--- config.mk ---
export PLATFORM = sky130hd
export DESIGN_NAME = alu_iter
export DESIGN_NICKNAME = d
export VERILOG_FILES = /design/src/rtl/alu_iter.sv
export SDC_FILE = /design/constraint.sdc
export NUM_CORES = 1
export LEC_CHECK = 0
export CAP_MARGIN = 25
export CORE_ASPECT_RATIO = 1.4
export CORE_UTILIZATION = 56
export DETAILED_ROUTE_END_ITERATION = 10
export HOLD_SLACK_MARGIN = 0.15
export PLACE_DENSITY = 0.76
export SETUP_SLACK_MARGIN = 0.02
export SLEW_MARGIN = 20
export SYNTH_ARGS = -nofsm -noshare
export SYNTH_HDL_FRONTEND = slang
export SYNTH_SLANG_ARGS = --single-unit
--- constraint.sdc ---
create_clock -name clk_i -period 10.5 [get_ports clk_i]
set_input_delay 2.1 -clock clk_i [delete_from_list [all_inputs] [get_ports clk_i]]
set_output_delay 2.1 -clock clk_i [all_outputs]
set_load 0.1 [all_outputs]
--- src/rtl/alu_iter.sv ---
// alu_iter: registered EX-stage ALU with iterative shift-add MUL (enabled by ALU_MUL_EN)
module alu_iter #(
  parameter int WIDTH = 32
) (
  input  logic             clk_i,
  input  logic             rst_i,
  input  logic             valid_i,
  input  logic [2:0]       ALUCtrl_i,
  input  logic [WIDTH-1:0] data1_i,
  input  logic [WIDTH-1:0] data2_i,
  output logic             busy_o,
  output logic             valid_o,
  output logic [WIDTH-1:0] data_o,
  output logic             zero_o
);
  logic [4:0]       sh;
  logic [WIDTH-1:0] sra;
  logic [WIDTH-1:0] res_d;
  logic [WIDTH-1:0] data_q;
  logic             valid_q;
  logic             zero_q;
  assign sh      = data2_i[4:0];
  assign sra     = $signed(data1_i) >>> sh;
  assign data_o  = data_q;
  assign valid_o = valid_q;
  assign zero_o  = zero_q;
  // single-cycle result; code 101 yields 0 here and is handled by the multiplier when built
  always_comb
    res_d = ALUCtrl_i == 3'b000 ? data1_i & data2_i :
            ALUCtrl_i == 3'b001 ? data1_i ^ data2_i :
            ALUCtrl_i == 3'b010 ? data1_i << sh :
            ALUCtrl_i == 3'b011 || ALUCtrl_i == 3'b110 ? data1_i + data2_i :
            ALUCtrl_i == 3'b100 ? data1_i - data2_i :
            ALUCtrl_i == 3'b111 ? sra : '0;
`ifdef ALU_MUL_EN
  localparam int CW = $clog2(WIDTH) + 1;
  typedef enum logic {IDLE, MUL} state_t;
  state_t           state_q;
  logic [CW-1:0]    cnt_q;
  logic [WIDTH-1:0] acc_q;
  logic [WIDTH-1:0] mcand_q;
  logic [WIDTH-1:0] mplier_q;
  logic [WIDTH-1:0] acc_d;
  assign acc_d  = acc_q + (mplier_q[0] ? mcand_q : '0);
  assign busy_o = state_q == MUL;
  // FSM: accept ops in IDLE, run WIDTH shift-add steps in MUL, deliver acc including last add
  always_ff @(posedge clk_i)
    if (rst_i) begin
      state_q  <= IDLE;
      cnt_q    <= '0;
      acc_q    <= '0;
      mcand_q  <= '0;
      mplier_q <= '0;
      data_q   <= '0;
      valid_q  <= 1'b0;
      zero_q   <= 1'b1;
    end else begin
      valid_q <= 1'b0;
      if (state_q == IDLE) begin
        if (valid_i && ALUCtrl_i == 3'b101) begin
          acc_q    <= '0;
          mcand_q  <= data1_i;
          mplier_q <= data2_i;
          cnt_q    <= '0;
          state_q  <= MUL;
        end else if (valid_i) begin
          data_q  <= res_d;
          zero_q  <= res_d == '0;
          valid_q <= 1'b1;
        end
      end else begin
        acc_q    <= acc_d;
        mcand_q  <= mcand_q << 1;
        mplier_q <= mplier_q >> 1;
        cnt_q    <= cnt_q + 1'b1;
        if (cnt_q == CW'(WIDTH - 1)) begin
          data_q  <= acc_d;
          zero_q  <= acc_d == '0;
          valid_q <= 1'b1;
          state_q <= IDLE;
        end
      end
    end
`else
  assign busy_o = 1'b0;
  // every accepted op completes in one cycle
  always_ff @(posedge clk_i)
    if (rst_i) begin
      data_q  <= '0;
      valid_q <= 1'b0;
      zero_q  <= 1'b1;
    end else begin
      valid_q <= valid_i;
      if (valid_i) begin
        data_q <= res_d;
        zero_q <= res_d == '0;
      end
    end
`endif
endmodule
# Yosys cells after proc, flatten, opt, wreduce, memory -nomap -nowiden
# Cells that the tools add are included.
[op_classes]
bitwise_logic = 2
n_addsub = 2
magnitude_cmp = 0
eq_ne = 6
n_mul = 0
n_reduce_logical = 3
shifts = 2
mux = 6
div = 0
[ops]
columns = ["operator", "n"]
rows = [
  ["32-bit two-way mux", 6],
  ["32-bit adder", 1],
  ["32-bit bitwise AND", 1],
  ["32-bit zero test", 1],
  ["32-bit by 5-bit left shift with 32-bit output", 1],
  ["32-bit by 5-bit >>> shifter with 32-bit output", 1],
  ["32-bit subtractor", 1],
  ["32-bit XOR", 1],
  ["3-bit == test, second input constant", 3],
  ["3-bit by 2-bit == test with 1-bit output, second input constant", 2],
  ["3-bit by 1-bit == test with 1-bit output, second input constant", 1],
  ["3-bit zero test", 1],
  ["1-bit logical OR", 1],
]
[totals]
latchBits = 0
ramBits = 0
regBits = 34
mem_bits_ro = 0
in_bits = 70
out_inout_bits = 35
memories = 0
word_cells = 24

# Longest topological paths before layout
[logic_depth]
depth_word = 8
depth_mapped = 18
ltp_nobuf = 14

# Worst setup path after synthesis
# Ideal clock, no wire load.
[synth_timing]
kind = "input port to flip-flop"
from = "input port data2_i[1]"
to = "register zero_q, in the netlist zero_o"
arrival_ps = 6091
path_stages = 17
t_required_ps = 10416
n_path_buf = 4
slack_ps = 4325
cell_sequence = "clkbuf_1 -> inv_2 -> clkbuf_1 -> buf_1 -> clkbuf_1 -> ha_1 -> nand2b_1 -> a2111oi_0 -> or4b_1 -> a31oi_2 -> nor2_1 -> o21ai_1 -> o41ai_1 -> mux2i_1 -> a31oi_1 -> or4_4 -> o31ai_2"
[synth_via]
elab_chain_cells = 8
[synth_lines]
columns = ["element", "line_no", "text"]
rows = [
  ["start, declared", "10", "input logic [WIDTH-1:0] data2_i,"],
  ["branches (longest 6 deep; another with 32-bit subtractor)", "-", ""],
  ["32-bit two-way mux (*)", "29", "res_d = ALUCtrl_i == 3'b000 ? data1_i & data2_i :"],
  ["32-bit zero test (*)", "96", "zero_q <= res_d == '0;"],
  ["end signal, assigned", "91", "zero_q <= 1'b1;"],
  ["end signal, assigned", "96", ""],
  ["end, declared", "21", "logic zero_q;"],
]
# Mark *: on every way between the ends.
# A chain may end at the register's enable or synchronous reset.

# Final worst setup path
[layout_timing]
from = "input port data2_i[4]"
to = "register zero_q, in the netlist zero_o"
# Same word-level chain as after synthesis.

==> run metrics <==
number of post-CTS setup repair buffers 0; count of instances resized after the clock tree is built 0; final setup slack of the worst path 3580 ps; final-report hold violation count 0; cell area after technology mapping 10,900 sq um; gpl congestion 1.11; type of element capturing the critical path flop; total negative slack for setup checks 0 ps; min cycle time layout 6920 ps; library cell contributing the largest single delay on the critical path sky130_fd_sc_hd__ha_1; maximum number of pins on one net before global-route repair 64; R2R Setup Slk 9770 ps; area share of the leading cell type in the synthesized netlist 0.149; clock skew 0 ps; Post-Synthesis Net Count 1,603; sw power 0.000569 W; post-DR wirelength/cell 29.7 um; required time at the worst-slack endpoint 10,710 ps; number of vias after detailed routing 13,100; relative area change from synthesis to final layout 9.82%; count of synthesis-stage warnings from yosys 0; full die area 20,100 sq um; worst setup timing slack at the placement stage 3580 ps; placeable core area 19,100 sq um; Internal 0.000501 W; register share of total power 0.138; number of pins exceeding their max-slew limit in the final report 0; count of flip-flops with a built-in enable after synthesis 0; most frequent cells after synthesis 149 x sky130_fd_sc_hd__nor2_1, 137 x sky130_fd_sc_hd__nand2_1, 121 x sky130_fd_sc_hd__a21oi_1; overflow left after global routing 0; layout net count 1,598; maximum clock frequency 0.144 GHz; Detail Placement HPWL 37.9 mm; first-pass iteration count of the detailed router 9; total power density per cell area 89.2 nW/um^2; clock tree from TritonCTS done; cell types occupying the most area after synthesis sky130_fd_sc_hd__mux4_2 15%, sky130_fd_sc_hd__ha_1 7.3%, sky130_fd_sc_hd__dfxtp_1 6.2%; clock network latency to the later pin of the worst-skew pair 290 ps; crit-path leading delay family compound AO/OA/AOI/OAI gates; Worst Path Buf+Inv 3; initial antenna violation count 0; remaining routing DRC violations 0; cell at the root of the clock tree sky130_fd_sc_hd__clkbuf_16; number of DRC markers after the initial detailed-route iteration 1,856; Post-synth top flop sky130_fd_sc_hd__dfxtp_1; worst vdd rail ir drop 0.0776 mV; Via density 7.67; headroom to the max-slew limit 0.252; Worst Path Class, Setup input port to flop; total of buffers placed on input and output ports 103; via count of the first global-routing pass 12,500; post-synthesis register bit count 34; dominant cell by count in the synthesized netlist sky130_fd_sc_hd__nor2_1; cts hold-fix bufs 0; cell chain of the critical path clkdlybuf4s50_1 -> buf_4 -> inv_1 -> ha_1 -> a2111oi_0 -> or4b_1 -> a31oi_2 -> o21ai_1 -> a211oi_1 -> mux2i_1 -> a31oi_1 -> nor4b_2 -> nand4b_1 -> o31ai_2; global-route wire length before repair 76.4 mm; sequential share of the synthesized area 0.0623; switching share of total power 0.532; CTS Buf Count 5; relative contribution of the clock network to total power 0.141; Die Wd 120 um; Distinct cells, synth 95; Setup crit start kind input port; number of levels in the clock H-tree 2; run status completed; Leakage 4.68 nW; worst endpoint data arrival time 7140 ps; remaining number of nets flagged by the antenna check after routing 0; clock buffer depth 2; Synth async-reset ratio 0; delay of the slowest critical-path stage 590 ps; library cell occupying the most area in the post-synthesis netlist sky130_fd_sc_hd__mux4_2; chip height 167 um; MaxCap Viol Count 0; class of the tightest hold or removal check flop to flop; starting utilization of the core area 0.570; global-route usage over all layers 0.507; unrepaired setup endpoints after global routing no; post-synthesis instance total 1,467; slew at the pin closest to its max-slew limit 1120 ps; part of the total power dissipated in combinational logic 0.721; clock slew seen by the registers of the worst setup and hold paths 60 ps; share of layout cells above drive strength 1 0.123; cell row count 60; post-route fraction of the period consumed by the critical path 0.659; number of setup violations in the final report 0; total detailed-routing wirelength 50.9 mm; I/O pin count 105; syn avg cell area 7.44 sq um; largest driver fanout on the critical path 30; count of clock tree sinks 34
-- through the flow --
step | cells | instance area [sq um] | util | power (W) | hold slack [ps]
floorplan | 1467 | 10900 | - | 0.000669 | 909
global placement | 1703 | 11800 | 0.618 | 0.000881 | 451
detailed placement | 1703 | 11800 | 0.618 | 0.000887 | 460
CTS | 1711 | 12000 | 0.626 | 0.00104 | 468
global route | 1711 | 12000 | 0.626 | 0.00111 | 489
finish | 1712 | 12000 | 0.626 | 0.00107 | 469
-- worst min-delay path, cell delays in order, from the launching register on --
cell,delay (ps)
sky130_fd_sc_hd__dfxtp_1,310
sky130_fd_sc_hd__nand2_1,60
sky130_fd_sc_hd__a21oi_1,60
-- cell families (layout without fill, tap and decap cells) --
| kind of cell | after synthesis | count (layout) | share of synthesized area |
|---|---|---|---|
| AOI/OAI and AO/OA | 479 | 479 | 0.303 |
| xor gates and xnor gates | 23 | 23 | 0.0185 |
| adders and majority gates | 66 | 66 | 0.0770 |
| buffers and inverters | 214 | 210 | 0.0826 |
| DFF | 34 | 34 | 0.0623 |
| muxes | 175 | 175 | 0.250 |
| other | 1 | 2 | 0.000344 |
| and+or+nand+nor | 475 | 475 | 0.206 |
-- metal layers --
layer | track usage | share of wire
met5 | 0 | 0
met4 | 0.429 | 0.10
met3 | 0.114 | 0.12
met2 | 0.777 | 0.44
met1 | 0.598 | 0.35
-- flip-flops by register name, indices dropped and copies added, names as in the netlist --
signal and count:
valid_o 1, zero_o 1, data_o 32
-- layout make-up --
type | count | area, sq um
multi-input cells | 1219 | 9350
fillers | 1739 | 7150
repair buffers | 132 | 1230
flip-flops and latches | 34 | 681
well taps | 248 | 310
inverters | 70 | 263
clock buffers | 7 | 143
clock inverters | 1 | 5.00
diodes | 1 | 2.50
-- path summary, 6_finish.rpt --
path,from,to,depth (start not counted)
max reg2reg,data_o[18],data_o[18],3
max,data2_i[4],zero_o,14
min,data_o[16],data_o[16],2
min reg2reg,data_o[16],data_o[16],2
-- power by group through the flow --
| stage | combinational, W | clock [W] | sequential (W) |
|---|---|---|---|
| 2_1_floorplan | 0.000436 | 0 | 0.000233 |
| 3_3_place_gp | 0.000732 | 0 | 0.000149 |
| 3_5_place_dp | 0.000737 | 0 | 0.000150 |
| 4_1_cts | 0.000740 | 0.000151 | 0.000147 |
| 5_1_grt | 0.000805 | 0.000156 | 0.000148 |
| 6_report | 0.000772 | 0.000151 | 0.000147 |
-- placed cells by master (no fill, tap or decap), types with 7 or more instances in the layout --
cell type and count:
sky130_fd_sc_hd__o21ai_0 67, sky130_fd_sc_hd__o22ai_1 15, sky130_fd_sc_hd__nor4_1 13, sky130_fd_sc_hd__o221ai_1 11, sky130_fd_sc_hd__mux2_1 7, sky130_fd_sc_hd__mux4_2 72, sky130_fd_sc_hd__or2_2 9, sky130_fd_sc_hd__xnor2_1 17
sky130_fd_sc_hd__a211o_1 7, sky130_fd_sc_hd__a22oi_1 11, sky130_fd_sc_hd__o21a_1 11, sky130_fd_sc_hd__and3_1 12, sky130_fd_sc_hd__nor2b_1 16, sky130_fd_sc_hd__nand2b_1 19, sky130_fd_sc_hd__nor2_1 149, sky130_fd_sc_hd__and2_1 12
sky130_fd_sc_hd__nand4_1 12, sky130_fd_sc_hd__a21o_1 19, sky130_fd_sc_hd__or3_1 10, sky130_fd_sc_hd__clkdlybuf4s50_1 99, sky130_fd_sc_hd__o211ai_1 23, sky130_fd_sc_hd__nand3_1 26, sky130_fd_sc_hd__a211oi_1 40, sky130_fd_sc_hd__a21oi_1 121
sky130_fd_sc_hd__mux2i_1 61, sky130_fd_sc_hd__a221o_1 11, sky130_fd_sc_hd__nand2_1 137, sky130_fd_sc_hd__mux2_2 32, sky130_fd_sc_hd__nor3_1 35, sky130_fd_sc_hd__a221oi_1 13, sky130_fd_sc_hd__buf_4 31, sky130_fd_sc_hd__a31oi_1 20
sky130_fd_sc_hd__o31ai_1 16, sky130_fd_sc_hd__dfxtp_1 34, sky130_fd_sc_hd__inv_1 63, sky130_fd_sc_hd__ha_1 64
Note: power is estimated with default switching activity, not from simulation.
